$ cat src/rtl/wvlt_ibuf_sched_pkg.sv
// Shared wavelet input-buffer definitions: scheduler state encoding, frame
// length (also the input buffer depth) and statistics counter width.
package wvlt_ibuf_sched_pkg;

   typedef enum logic [2:0] {
      ST_IDLE,
      ST_FILL,
      ST_ARM,
      ST_READ,
      ST_GAP
   } t_ibuf_sched_state;

   localparam int unsigned WVLT_FRM_WORDS = 128;
   localparam int unsigned WVLT_STAT_W    = 16;

endpackage

$ cat src/rtl/wvlt_ibuf_sched_strobe_align.sv
// Two-stage delay of the decimated strobe, producing the single pulse on
// which the buffer read request is allowed to change.
module wvlt_strobe_align (
   input  logic iclk,
   input  logic irst_n,
   input  logic iclk_ena,
   output logic oupd
);

   logic ena_p0;
   logic ena_p1;

   always_ff @(posedge iclk) begin
      if (!irst_n) begin
         ena_p0 <= 1'b0;
         ena_p1 <= 1'b0;
      end else begin
         ena_p0 <= iclk_ena;
         ena_p1 <= ena_p0;
      end
   end

   // A register loaded on this pulse shows its new value while the
   // twice-delayed strobe is high, after the buffer has used the strobe.
   assign oupd = ena_p0 & ~ena_p1;

endmodule

$ cat src/rtl/wvlt_ibuf_sched.sv
// Frame scheduler for the wavelet input buffer: fill, arm, strobe-aligned read.
// Optional statistics counters are built when WVLT_IBUF_SCHED_STAT_EN is defined.
module wvlt_ibuf_sched
   import wvlt_ibuf_sched_pkg::*;
#(
   parameter int unsigned pWORDS = WVLT_FRM_WORDS
`ifdef WVLT_IBUF_SCHED_STAT_EN
  ,parameter int unsigned pW_CNT = WVLT_STAT_W
`endif
) (
   input  logic iclk,
   input  logic irst_n,
   input  logic iclk_ena,
   input  logic ien,
   input  logic ival,
   input  logic icore_rdy,
   output logic osrc_req,
   output logic obuf_wena,
   output logic obuf_req,
   output logic ofrm_start,
   output logic ofrm_done,
   output logic oabort,
   output logic oovr,
   output logic obusy
`ifdef WVLT_IBUF_SCHED_STAT_EN
  ,output logic [pW_CNT-1:0] ofrm_cnt,
   output logic [pW_CNT-1:0] oabort_cnt
`endif
);

   localparam int unsigned WC_W = $clog2(pWORDS) + 1;
   localparam int unsigned SC_W = $clog2(pWORDS);
   localparam int unsigned HALF = pWORDS / 2;

   t_ibuf_sched_state state;
   logic [WC_W-1:0]   wcnt;
   logic [SC_W-1:0]   scnt;
   logic              upd;

   wvlt_strobe_align u_align (
      .iclk     (iclk),
      .irst_n   (irst_n),
      .iclk_ena (iclk_ena),
      .oupd     (upd)
   );

   // Samples are only written while filling; reset masks a coincident sample.
   assign obuf_wena = irst_n & ival & (state == ST_FILL);

   always_ff @(posedge iclk) begin
      if (!irst_n) begin
         state      <= ST_IDLE;
         wcnt       <= '0;
         scnt       <= '0;
         osrc_req   <= 1'b0;
         obuf_req   <= 1'b0;
         ofrm_start <= 1'b0;
         ofrm_done  <= 1'b0;
         oabort     <= 1'b0;
         oovr       <= 1'b0;
         obusy      <= 1'b0;
      end else begin
         ofrm_start <= 1'b0;
         ofrm_done  <= 1'b0;
         oabort     <= 1'b0;
         oovr       <= ival && (state != ST_FILL);
         case (state)
            ST_IDLE: begin
               wcnt <= '0;
               scnt <= '0;
               if (ien && icore_rdy) begin
                  state    <= ST_FILL;
                  osrc_req <= 1'b1;
                  obusy    <= 1'b1;
               end
            end
            ST_FILL: begin
               if (ival) begin
                  osrc_req <= 1'b0;
                  wcnt     <= wcnt + 1'b1;
                  if (wcnt == WC_W'(pWORDS - 1)) state <= ST_ARM;
               end else if (wcnt != '0) begin
                  // The buffer rewinds its write address when enable drops.
                  oabort <= 1'b1;
                  wcnt   <= '0;
                  state  <= ST_IDLE;
                  obusy  <= 1'b0;
               end
            end
            ST_ARM: begin
               if (iclk_ena) state <= ST_READ;
            end
            ST_READ: begin
               if (iclk_ena && obuf_req) begin
                  scnt <= scnt + 1'b1;
                  if (scnt == '0) ofrm_start <= 1'b1;
                  if (scnt == SC_W'(HALF - 1)) ofrm_done <= 1'b1;
               end
               if (upd) begin
                  if (!obuf_req) begin
                     obuf_req <= 1'b1;
                  end else if (scnt == SC_W'(HALF)) begin
                     obuf_req <= 1'b0;
                     state    <= ST_GAP;
                  end
               end
            end
            ST_GAP: begin
               // A whole strobe period with the request low lets the buffer
               // clear its read address before the next frame.
               if (upd) begin
                  state <= ST_IDLE;
                  obusy <= 1'b0;
                  scnt  <= '0;
               end
            end
            default: state <= ST_IDLE;
         endcase
      end
   end

`ifdef WVLT_IBUF_SCHED_STAT_EN
   always_ff @(posedge iclk) begin
      if (!irst_n) begin
         ofrm_cnt   <= '0;
         oabort_cnt <= '0;
      end else begin
         if (ofrm_done && !(&ofrm_cnt)) ofrm_cnt <= ofrm_cnt + 1'b1;
         if (oabort && !(&oabort_cnt)) oabort_cnt <= oabort_cnt + 1'b1;
      end
   end
`endif

endmodule
$ cat config.mk
export PLATFORM = sky130hd
export DESIGN_NAME = wvlt_ibuf_sched
export DESIGN_NICKNAME = d
export VERILOG_FILES = /design/src/rtl/wvlt_ibuf_sched_pkg.sv /design/src/rtl/wvlt_ibuf_sched_strobe_align.sv /design/src/rtl/wvlt_ibuf_sched.sv
export SDC_FILE = /design/constraint.sdc
export NUM_CORES = 1
export LEC_CHECK = 0
export CORE_UTILIZATION = 35
export DETAILED_ROUTE_END_ITERATION = 6
export HOLD_SLACK_MARGIN = 0.05
export SYNTH_ARGS = -nofsm -noshare
export SYNTH_HDL_FRONTEND = slang
export SYNTH_SLANG_ARGS = --single-unit
$ cat constraint.sdc
create_clock -name iclk -period 1.95 [get_ports iclk]
set_input_delay 0.2925 -clock iclk [delete_from_list [all_inputs] [get_ports iclk]]
set_output_delay 0.2925 -clock iclk [all_outputs]
set_load 0.03 [all_outputs]
==> results.yml <==
run_status:
  status: "finished, final reports clean"
clock_network:
  clk_latency_ns: 0.27
  post_cts_buffers: 0
  cts.clk_slew.worst_paths_ns: 0.09
  cts_max_path_buffers: 2
  root_buffer: "clkbuf_8"
  cts_tree: "done"
  cts.sinks: 27
  htreeDepth: 1
  cts_buffers: 3
pwr:
  powerDensity_mw_per_mm2: 634.9
  vdd_drop_max_mv: 0.2436
  fin_total_pwr_w: 0.001032
  p_leak_nw: 0.6074
drt:
  firstDrtPassIters: 4
  vias: 1131
  ant_nets: 0
  wl_per_cell_microns: 12.84
  drtIter0Drc: 54
  viasPerCell: 5.212
  drc: 0
  wirelength_mm: 2.786
synthesis:
  synth_nets: 162
  async_flop_share: 0
  synth_cell_types: 48
  synth_area_leaders: "dfxtp_1, xor2_1, nor2_1"
  syn_inst: 152
  synth_area_sq_mm: 0.001391
  synth_top_family_by_area: "simple AND/OR/NAND/NOR gates"
  synth_compound_area_frac: 0.1727
  synthAdderAreaFrac: 0.03597
  synth-xor-area-share: 0.06924
  ys_ff_latch: 27
  yosys_warnings: 0
  seq_area_frac_synth: 0.3885
  synth-simple-area-share: 0.2770
  synthFlopType: "dfxtp_1"
  muxShareOfSynthArea: 0.007194
  synth_area_per_cell_sq_um: 9.154
  synth_edf_count: 0
  yosys.area.top_type_share: 0.3885
  synth_top_area_cell: "dfxtp_1"
floorplan:
  die_w_microns: 65.05
  initial_core_util: 0.3717
  fp.dieH_microns: 65.05
  ioPinCount: 14
  placementRows: 22
  fp.dieArea_sq_mm: 0.004232
  core_sq_mm: 0.003744
setup_path:
  rr_worst_depth: 5
  cp_max_fo: 12
  critical_path_required_ns: 1.66
  cp-end-kind: "output pin"
  start_kind: "flop"
  crit_arrival_ns: 1.51
  crit_type: "flop to output pin"
sta:
  max_slew_margin: 0.6895
  hold_viol_final: 0
  clock_skew_ns: 0.002285
  setup-violations-final: 0
  worstMarginPinSlew_ns: 0.4646
  fmax_mhz: 555.1
  drv_slew: 0
  setup_ws_ns: 0.1486
  whs_ns: 0.4929
  rsz0062_at_grt: "false"
  period_needed_ns: 1.801
  fin_tns_setup_ns: 0
  fin_crit_sh: 0.9238
global_routing:
  grt.busiest_layer: "met2"
  grt_pass1_wl_mm: 4.788
  grt_use_met2: 0.2500
  grt_start_max_net_pins: 15
  grt_pass1_vias: 1055
  grt.overflow.total: 0
  antenna_found_initial: 0
  gr-usage-met1: 0.1872
  gr-usage-met3: 0.02289
  grt_use_total: 0.1464
min_path:
  hold_path.class: "flop to flop"
  min_path_cells: 1
placement:
  dp_cells: 213
  preCtsSetupSlack_ns: 0.2107
  hpwl_mm: 2.099
  portBuffers: 13
  routabilityCongestion: 0.8394
finish:
  nets: 180
  drive_gt1_frac: 0.1361
  syn_to_final_growth_pct: 16.82
  n_antenna_cell: 0
  final_cells: 217
  fillers: 403
job:
  maxCapViolCount: 0
-- critical path, stage by stage (launching register included) --
cell and delay, ns:
dfxtp_1 0.52, nor3b_4 0.35, nand2_1 0.11, nor2_1 0.09, buf_4 0.16
-- layout make-up --
type,instances,area (sq um),area share
repair buffers,18,165.2,0.1016
well taps,48,60.06,0.03695
clock buffers,4,45.04,0.02771
inverters,7,26.28,0.01617
flip-flops and latches,27,540.5,0.3326
multi-input cells,113,788.3,0.4850
-- final timing paths --
check | start | to | slack (ns)
worst max-delay path | state[0] | obuf_wena | 0.15
worst min-delay path | u_align.ena_p0 | u_align.ena_p1 | 0.49
worst max register to register | state[1] | scnt[4] | 0.23
worst min register to register | u_align.ena_p0 | u_align.ena_p1 | 0.49
-- cell usage after synthesis, types with 3 or more instances --
master,n
buf_6,3
nand2_1,5
inv_1,7
ha_1,4
o21ai_1,3
nor2_1,22
o21a_1,3
xor2_1,10
a21oi_1,7
nand4_1,4
dfxtp_1,27
and3_1,5
nand3_1,5
nand3b_1,3
and2_1,4
-- through the flow --
step	cell area, sq um	utilization
2_1_floorplan	1391	-
3_3_place_gp	1574	0.4205
3_5_place_dp	1574	0.4205
4_1_cts	1619	0.4325
5_1_grt	1625	0.4342
6_report	1625	0.4342
-- layout by cell type (no fill, tap or decap), drive strengths merged, types with 2 or more instances in the layout --
cell type       n
dfxtp          27
nor2           22
clkdlybuf4s50  12
xor2           10
a21oi           8
inv             7
buf             6
nand2           6
and3            5
nand3           5
o21ai           5
and2            4
nand4           4
ha              4
o21a            4
clkbuf          4
nand3b          3
or2             3
nand2b          2
nor3            2
nor2b           2
o2bb2ai         2
o2111ai         2
nor3b           2
nor4            2
-- what timing repair did --
item                                    CTS  global route
endpoints found under the setup margin    0             1
hold buffers                              0             0
gates resized for setup                   0             1
-- registers in the layout (all words and copies together) (netlist names) --
| signal | flops |
|---|---|
| ofrm_start | 1 |
| obuf_req | 1 |
| scnt | 7 |
| oovr | 1 |
| osrc_req | 1 |
| state | 3 |
| oabort | 1 |
| u_align.ena_p1 | 1 |
| wcnt | 8 |
| obusy | 1 |
| ofrm_done | 1 |
| u_align.ena_p0 | 1 |
-- routing by layer --
metal / vias up / part of all wire
met4: 0 / 0.012
li1: 572 / -
met2: 20 / 0.48
met5: - / 0
met1: 535 / 0.48
met3: 4 / 0.028
-- power breakdown --
group	internal [W]	switching [W]
sequential	0.000563	0.0000119
clock	0.000146	0.000170
combinational	0.0000638	0.0000772
-- kinds of logic (layout without fill, tap and decap cells) --
kind of cell / count (synthesis) / in the layout
simple gates: 67 / 67
xor+xnor: 11 / 11
compound gates: 30 / 30
buf+inv: 12 / 29
flops: 27 / 27
fa+ha+maj: 4 / 4
mux: 1 / 1
Note: power is estimated with default switching activity, not from simulation.
